<file path="src/rtl/uart_tx_serializer.sv">
// UART transmit serializer: pops a word from the TX FIFO and frames it as start, LSB-first data, [parity], stop.
// Latency: tx_out drops to the start bit the cycle after the pop edge; frame = (1+DATA_BITS+[1]+STOP_BITS)*CLKS_PER_BIT cycles.
// Backpressure: pops only when tx_enable & ~fifo_empty, in IDLE or on the last STOP cycle (zero-gap back-to-back frames).
// Optional parity bit is built in when the macro UART_TX_PARITY_EN is defined (adds input parity_odd).
module uart_tx_serializer #(
    parameter int DATA_BITS    = 8,   // must match the FIFO word width
    parameter int CLKS_PER_BIT = 16,  // minimum 2
    parameter int STOP_BITS    = 1    // 1 or 2
) (
    input  logic                 clk,
    input  logic                 n_rst,
    input  logic [DATA_BITS-1:0] fifo_data,
    input  logic                 fifo_empty,
    input  logic                 tx_enable,
`ifdef UART_TX_PARITY_EN
    input  logic                 parity_odd,
`endif
    output logic                 r_enable,
    output logic                 tx_out,
    output logic                 tx_busy,
    output logic                 frame_done
);

    localparam int TMR_W = (CLKS_PER_BIT > 1) ? $clog2(CLKS_PER_BIT) : 1;
    localparam int IDX_W = (DATA_BITS > 1) ? $clog2(DATA_BITS) : 1;

    localparam logic [TMR_W-1:0] TMR_LAST  = TMR_W'(CLKS_PER_BIT - 1);
    localparam logic [IDX_W-1:0] DATA_LAST = IDX_W'(DATA_BITS - 1);
    localparam logic [IDX_W-1:0] STOP_LAST = IDX_W'(STOP_BITS - 1);

    localparam logic [2:0] ST_IDLE   = 3'd0;
    localparam logic [2:0] ST_START  = 3'd1;
    localparam logic [2:0] ST_DATA   = 3'd2;
`ifdef UART_TX_PARITY_EN
    localparam logic [2:0] ST_PARITY = 3'd3;
`endif
    localparam logic [2:0] ST_STOP   = 3'd4;

    logic [2:0]           r_state;
    logic [TMR_W-1:0]     r_timer;
    logic [IDX_W-1:0]     r_idx;
    logic [DATA_BITS-1:0] r_shreg;
    logic                 r_tx_out;

    logic [2:0]           w_nxt_state;
    logic [TMR_W-1:0]     w_nxt_timer;
    logic [IDX_W-1:0]     w_nxt_idx;
    logic [DATA_BITS-1:0] w_nxt_shreg;
    logic                 w_nxt_tx;
    logic                 w_pop_ok;
    logic                 w_tc;
    logic                 w_last_stop;

`ifdef UART_TX_PARITY_EN
    logic                 r_parity;
    logic                 w_nxt_parity;
`endif

    assign w_pop_ok    = tx_enable & ~fifo_empty;
    assign w_tc        = (r_timer == TMR_LAST);
    assign w_last_stop = (r_state == ST_STOP) & w_tc & (r_idx == STOP_LAST);

    // The pop strobe is gated by reset so a held reset can never advance the FIFO read pointer.
    assign r_enable   = n_rst & w_pop_ok & ((r_state == ST_IDLE) | w_last_stop);
    assign frame_done = w_last_stop;
    assign tx_busy    = (r_state != ST_IDLE);
    assign tx_out     = r_tx_out;

    // Next-state, bit-timer, bit-index and shift-register update; a pop overrides whatever the state would do.
    always_comb begin
        w_nxt_state = r_state;
        w_nxt_timer = r_timer;
        w_nxt_idx   = r_idx;
        w_nxt_shreg = r_shreg;
`ifdef UART_TX_PARITY_EN
        w_nxt_parity = r_parity;
`endif
        case (r_state)
            ST_START: begin
                if (w_tc) begin
                    w_nxt_state = ST_DATA;
                    w_nxt_timer = '0;
                    w_nxt_idx   = '0;
                end else begin
                    w_nxt_timer = r_timer + TMR_W'(1);
                end
            end
            ST_DATA: begin
                if (w_tc) begin
                    w_nxt_timer = '0;
                    w_nxt_shreg = r_shreg >> 1;
                    if (r_idx == DATA_LAST) begin
                        w_nxt_idx = '0;
`ifdef UART_TX_PARITY_EN
                        w_nxt_state = ST_PARITY;
`else
                        w_nxt_state = ST_STOP;
`endif
                    end else begin
                        w_nxt_idx = r_idx + IDX_W'(1);
                    end
                end else begin
                    w_nxt_timer = r_timer + TMR_W'(1);
                end
            end
`ifdef UART_TX_PARITY_EN
            ST_PARITY: begin
                if (w_tc) begin
                    w_nxt_state = ST_STOP;
                    w_nxt_timer = '0;
                    w_nxt_idx   = '0;
                end else begin
                    w_nxt_timer = r_timer + TMR_W'(1);
                end
            end
`endif
            ST_STOP: begin
                if (w_tc) begin
                    w_nxt_timer = '0;
                    if (r_idx == STOP_LAST) begin
                        w_nxt_idx   = '0;
                        w_nxt_state = ST_IDLE;
                    end else begin
                        w_nxt_idx = r_idx + IDX_W'(1);
                    end
                end else begin
                    w_nxt_timer = r_timer + TMR_W'(1);
                end
            end
            default: begin
                w_nxt_state = ST_IDLE;
                w_nxt_timer = '0;
                w_nxt_idx   = '0;
            end
        endcase

        if (r_enable) begin
            w_nxt_state = ST_START;
            w_nxt_timer = '0;
            w_nxt_idx   = '0;
            w_nxt_shreg = fifo_data;
`ifdef UART_TX_PARITY_EN
            w_nxt_parity = (^fifo_data) ^ parity_odd;
`endif
        end
    end

    // Line level is derived from the state being entered so tx_out is a clean register output.
    always_comb begin
        w_nxt_tx = 1'b1;
        case (w_nxt_state)
            ST_START:  w_nxt_tx = 1'b0;
            ST_DATA:   w_nxt_tx = w_nxt_shreg[0];
`ifdef UART_TX_PARITY_EN
            ST_PARITY: w_nxt_tx = w_nxt_parity;
`endif
            default:   w_nxt_tx = 1'b1;
        endcase
    end

    // State registers; reset abandons any frame and returns the line high immediately.
    always_ff @(posedge clk or negedge n_rst) begin
        if (!n_rst) begin
            r_state  <= ST_IDLE;
            r_timer  <= '0;
            r_idx    <= '0;
            r_shreg  <= '0;
            r_tx_out <= 1'b1;
        end else begin
            r_state  <= w_nxt_state;
            r_timer  <= w_nxt_timer;
            r_idx    <= w_nxt_idx;
            r_shreg  <= w_nxt_shreg;
            r_tx_out <= w_nxt_tx;
        end
    end

`ifdef UART_TX_PARITY_EN
    // Parity bit captured together with the data word on the pop edge.
    always_ff @(posedge clk or negedge n_rst) begin
        if (!n_rst) begin
            r_parity <= 1'b0;
        end else begin
            r_parity <= w_nxt_parity;
        end
    end
`endif

endmodule

</file>
<file path="config.mk">
export PLATFORM = sky130hd
export DESIGN_NAME = uart_tx_serializer
export DESIGN_NICKNAME = d
export VERILOG_FILES = /design/src/rtl/uart_tx_serializer.sv
export SDC_FILE = /design/constraint.sdc
export NUM_CORES = 1
export LEC_CHECK = 0
export BUFFER_PORTS_ARGS = -buffer_cell sky130_fd_sc_hd__buf_2
export CAP_MARGIN = 10
export CORE_MARGIN = 2
export CORE_UTILIZATION = 49
export DETAILED_ROUTE_END_ITERATION = 6
export MAX_ROUTING_LAYER = met4
export PLACE_DENSITY = 0.73
export SYNTH_ARGS = -nofsm -noshare
export SYNTH_HDL_FRONTEND = slang
export SYNTH_SLANG_ARGS = --single-unit
</file>
<file path="constraint.sdc">
create_clock -name clk -period 1.5 [get_ports clk]
set_input_delay 0 -clock clk [delete_from_list [all_inputs] [get_ports clk]]
set_output_delay 0 -clock clk [all_outputs]
set_load 0.1 [all_outputs]
</file>
; ---- Yosys cells after proc, flatten, opt, wreduce, memory -nomap -nowiden
; Index checks and enable logic that the tools add are counted.
[classes]
bitwise = 7
add_sub_neg = 2
mux = 21
n_eq_ne = 10
n_reduce_logical = 8
[ops]
columns = operator, n
row1 = 3-bit 2-to-1 mux, 12
row2 = 8-bit 2-to-1 mux, 3
row3 = 3-bit one-hot mux with 3 select lines, 2
row4 = 4-bit 2-to-1 mux, 3
row5 = "3-bit inequality test, second input constant", 3
row6 = "3-bit by 1-bit equality test with 1-bit output, second input constant", 2
row7 = "3-bit by 2-bit equality test with 1-bit output, second input constant", 2
row8 = "3-bit equality test, second input constant", 2
row9 = 3-bit logical NOT, 2
row10 = 1-bit AND, 5
row11 = "4-bit by 1-bit adder with 4-bit output, second input constant", 1
row12 = "4-bit equality test, second input constant", 1
row13 = 2-bit nonzero test, 2
row14 = "3-bit by 1-bit adder with 3-bit output, second input constant", 1
row15 = 3-bit AND reduction, 1
row16 = 3-bit nonzero test, 1
row17 = 3-bit OR reduction, 1
row18 = 1-bit one-hot mux with 2 select lines, 1
row19 = 2-bit AND reduction, 1
row20 = 1-bit NOT, 1
row21 = 1-bit bitwise OR, 1
[totals]
elab_cells = 54
out_inout_bits = 4
reg_bits = 19

; ---- Longest topological paths before layout
[logic_depth]
depth_word = 8
ltp_mapped = 7
ltp_nobuf = 6

; ---- Worst setup path after synthesis
; OpenSTA, ideal clock, no wires.
[synth_path]
path_type = register to output
startpoint = register r_timer[0]
endpoint = output port frame_done
required_ps = 1500
path_stages_with_launch = 4
arrival_ps = 2848
setup_slack_ps = -1348
cell_sequence = dfrtp_1 > ha_1 > nand3_4 > nor3_1
[synth_between]
elab_chain_len = 3
[synth_lines]
columns = item, line
row1 = start: declaration, 40  ; logic [TMR_W-1:0] r_timer;
row2 = start signal: assignment, 171  ; r_timer <= w_nxt_timer;
row3 = 4-bit equality test, 60  ; assign w_tc = (r_timer == TMR_LAST);
row4 = 1-bit AND (2 in a row), 61  ; assign w_last_stop = (r_state == ST_STOP) & w_tc & (r_idx == STOP_LAST);
row5 = end: declaration, 21  ; output logic frame_done
; Every way passes these cells.

; ---- Worst setup path after layout
[layout_path]
startpoint = register r_timer[0]
endpoint = register r_shreg[6]
[layout_between]
elab_chain_len = 7
elab_cells_between_ends = 9
[layout_lines]
columns = item, line
row1 = 4-bit equality test *, 60
row2 = 1-bit AND (2 in a row), 61
row3 = 1-bit bitwise OR, 64  ; assign r_enable = n_rst & w_pop_ok & ((r_state == ST_IDLE) | w_last_stop);
row4 = 1-bit AND, 64
row5 = 2-bit nonzero test (no line), --
row6 = 2-bit AND reduction (no line), --
row7 = end signal: assignment, 173  ; r_shreg <= w_nxt_shreg;
row8 = end: declaration, 42  ; logic [DATA_BITS-1:0] r_shreg;
; Every way passes the cells marked *; elsewhere a longest branch is shown, timed or not.
; A chain may end at the register's enable or synchronous reset.

==> flow_summary.json <==
{
  "reg2reg_slack_ns": -0.10,
  "p_sw_mw": 0.794,
  "cap_violations": 0,
  "wl_per_cell_um": 16.5,
  "relSlewSlack_pct": 68.1,
  "worstSetupStartpoint": "r_timer[0]",
  "ys_seq_elements": 19,
  "vias_per_cell": 5.65,
  "firstDrtPassIters": 4,
  "endpoint": "r_shreg[6]",
  "critPathKind": "register to register",
  "syn_nets": 110,
  "cp-end-kind": "register",
  "initial_core_util_pct": 52.6,
  "hpwl_mm": 1.68,
  "grtUsageMet1_pct": 30.9,
  "peakVddDrop_mv": 0.971,
  "die_w_um": 50.1,
  "holdWs_ns": 0.210,
  "pwr-share-comb_pct": 45.9,
  "cp.arrival_ns": 1.79,
  "skew_ns": 0.00642,
  "ioPinCount": 16,
  "grt_pass1_vias": 1010,
  "rsz0062_at_grt": "yes",
  "gp_congestion": 0.811,
  "dieArea_um2": 2510,
  "power_mw": 2.01,
  "layout_setup_ws_ns": -0.101,
  "setup_viol": 12,
  "fmax_ghz": 0.624,
  "p_clk_share_pct": 13.0,
  "powerDensity_nw_per_um2": 1280,
  "globalRouteOverflowTotal": 0,
  "syn_inst": 94,
  "core_area_um2": 1980,
  "netlist_area_um2": 1040,
  "met2_usage_pct": 40.8,
  "drive_gt1_share_pct": 45.0,
  "cts_buffers": 3,
  "grt_first_pass_wirelength_mm": 4.60,
  "power_frac_seq_pct": 41.1,
  "path_max_fanout": 12,
  "synth_area_per_cell_um2": 11.1,
  "ff2ff_path_depth": 6,
  "max_slew.worst_pin.slew_ns": 0.482,
  "met3_usage_pct": 6.67,
  "p_sw_share_pct": 39.6,
  "yosys_warnings": 0,
  "start_kind": "register",
  "grt-busiest-layer": "met2",
  "ant_nets": 0,
  "violations": "negative setup slack",
  "seq_area_frac_synth_pct": 45.7,
  "ys_types": 39,
  "final_util_pct": 79.4,
  "worst-endpoint-required_ns": 1.69,
  "cts-root-buf": "clkbuf_4",
  "num_antenna_cells": 0,
  "nets": 157,
  "hold_viol_final": 0,
  "clk_latency_ns": 0.30,
  "drv_slew": 0,
  "clock-sinks": 19,
  "drt-total-wl_mm": 2.75,
  "clk_path_buf_depth": 2,
  "grtUsageTotal_pct": 25.6,
  "reg2reg_to": "r_shreg[6]",
  "grt_max_degree": 20,
  "timing.rr.start": "r_timer[0]",
  "hold_class": "primary input to asynchronous set/reset pin",
  "fillers": 110,
  "p_int_mw": 1.21,
  "cts_tree": "yes",
  "drt_iter0_drc": 26,
  "status": "complete, but fails checks",
  "syn2layout_area_growth_pct": 50.9,
  "clk_pin_slew_ns": 0.11,
  "num_vias": 944,
  "port_buffers": 15,
  "htreeDepth": 1,
  "finalCritPeriodShare_pct": 107,
  "p_leak_nw": 0.736,
  "die_height_um": 50.1,
  "fp-row-count": 16,
  "antenna_found_initial": 0,
  "drcViolationCount": 0,
  "fin_crit_ns": 1.60
}
==> worst min-delay path by stage <==
| stage | slack [ns] | cells after the start | to |
|---|---|---|---|
| floorplan | -0.30 | 0 | r_idx[0] |
| global placement | 0.01 | 2 | r_state[2] |
| detailed placement | 0.02 | 2 | r_shreg[0] |
| CTS | 0.22 | 3 | r_idx[1] |
| global route | 0.22 | 3 | r_state[2] |
| finish | 0.21 | 3 | r_state[2] |
==> power by group through the flow <==
| stage | clock network (mW) | registers [mW] | logic, mW |
|---|---|---|---|
| 2_1_floorplan | 0 | 0.896 | 0.500 |
| 3_3_place_gp | 0 | 0.813 | 0.764 |
| 3_5_place_dp | 0 | 0.822 | 0.787 |
| 4_1_cts | 0.269 | 0.814 | 0.836 |
| 5_1_grt | 0.297 | 0.845 | 0.989 |
| 6_report | 0.262 | 0.824 | 0.921 |
==> critical path: stages, from the launching register on <==
cell and delay, ns:
dfrtp_1 0.43, ha_4 0.19, nand3_4 0.11, o21ai_4 0.07, and2_4 0.15, buf_4 0.18
a221o_1 0.36
==> registers in the layout (all words and copies together), names as in the netlist <==
register,count
r_shreg,8
r_idx,3
tx_out,1
r_state,3
r_timer,4
==> metrics by stage <==
step	setup TNS (ns)	cell area [µm²]	setup WS [ns]	cells
after floorplan	-0.448	1100	-0.0903	94
after global placement	-0.0447	1290	-0.0225	144
after detailed placement	-0.184	1290	-0.0831	144
after CTS	-0.748	1510	-0.0943	166
after global routing	-1.39	1570	-0.163	167
final	-0.715	1570	-0.101	167
==> layout by cell type (no fill, tap or decap), types with 2 or more instances in the layout <==
cell type,netlist,routed
a221o_1,6,6
and2_1,7,6
and2_4,1,2
and3_1,2,2
buf_12,0,3
buf_2,1,12
buf_4,1,14
buf_6,2,8
clkbuf_4,0,3
dfrtp_1,18,18
dlygate4sd3_1,0,9
ha_4,0,3
inv_1,5,3
inv_2,0,2
mux2i_1,3,3
nand2_1,2,2
nand3_1,2,2
nor2_1,7,6
o21ai_1,2,2
xnor2_1,3,3
==> routing by layer <==
| metal | routed length (µm) | part of all wire (%) |
|---|---|---|
| met5 | 0 | 0 |
| met4 | 59 | 2.1 |
| met3 | 116 | 4.2 |
| met2 | 1380 | 50 |
| met1 | 1200 | 44 |
==> timing repair <==
item / 4_1_cts / 5_1_grt
buffers inserted: 9 / 1
setup endpoints to repair: 13 / 16
pin swaps: 9 / 4
hold buffers: 9 / 0
gates resized for setup: 10 / 14
endpoints found under the hold margin: 27 / 0
==> Yosys cell counts <==
cell type	instances	area, µm²
nor4_1	1	6.26
o31a_1	1	8.76
and2_4	1	8.76
ha_1	4	50.1
mux2i_1	3	30.0
xor2_1	1	8.76
o22ai_1	1	6.26
a211oi_2	1	12.5
buf_6	2	22.5
nor2_1	7	26.3
o32ai_1	1	8.76
o21ai_2	1	8.76
nor3b_1	2	15.0
nand3_4	1	17.5
nor2_8	1	20.0
o21ai_1	2	10.0
a21oi_2	1	8.76
or2_1	1	6.26
nand2b_1	2	12.5
nand2_1	2	7.51
xnor2_1	3	26.3
a2bb2oi_1	1	8.76
dfrtp_1	18	450
o22a_1	1	8.76
and2_1	7	43.8
nand3_1	2	10.0
a221o_1	6	60.1
and3_1	2	12.5
buf_4	1	7.51
or3b_4	1	11.3
o21ai_0	1	5.00
nor3_1	3	15.0
a31oi_1	1	6.26
and4b_1	1	10.0
inv_1	5	18.8
dfstp_2	1	26.3
or3_1	2	12.5
and3b_1	1	8.76
buf_2	1	5.00
==> final cells by class <==
| type | count | area [µm²] | share of cell area [%] |
|---|---|---|---|
| clock buffer | 4 | 26.3 | 1.67 |
| inverter | 5 | 18.8 | 1.19 |
| multi-input combinational | 66 | 612 | 38.9 |
| sequential | 19 | 477 | 30.3 |
| tap | 27 | 33.8 | 2.15 |
| timing repair buffer | 46 | 405 | 25.8 |
==> kinds of logic after synthesis <==
group | synth area share (%)
simple gates | 23.4
buf+inv | 5.16
fa+ha+maj | 4.80
compound gates | 14.6
xor+xnor | 3.36
flops | 45.7
mux | 2.88
No activity file was read; power rests on OpenSTA's default activity.
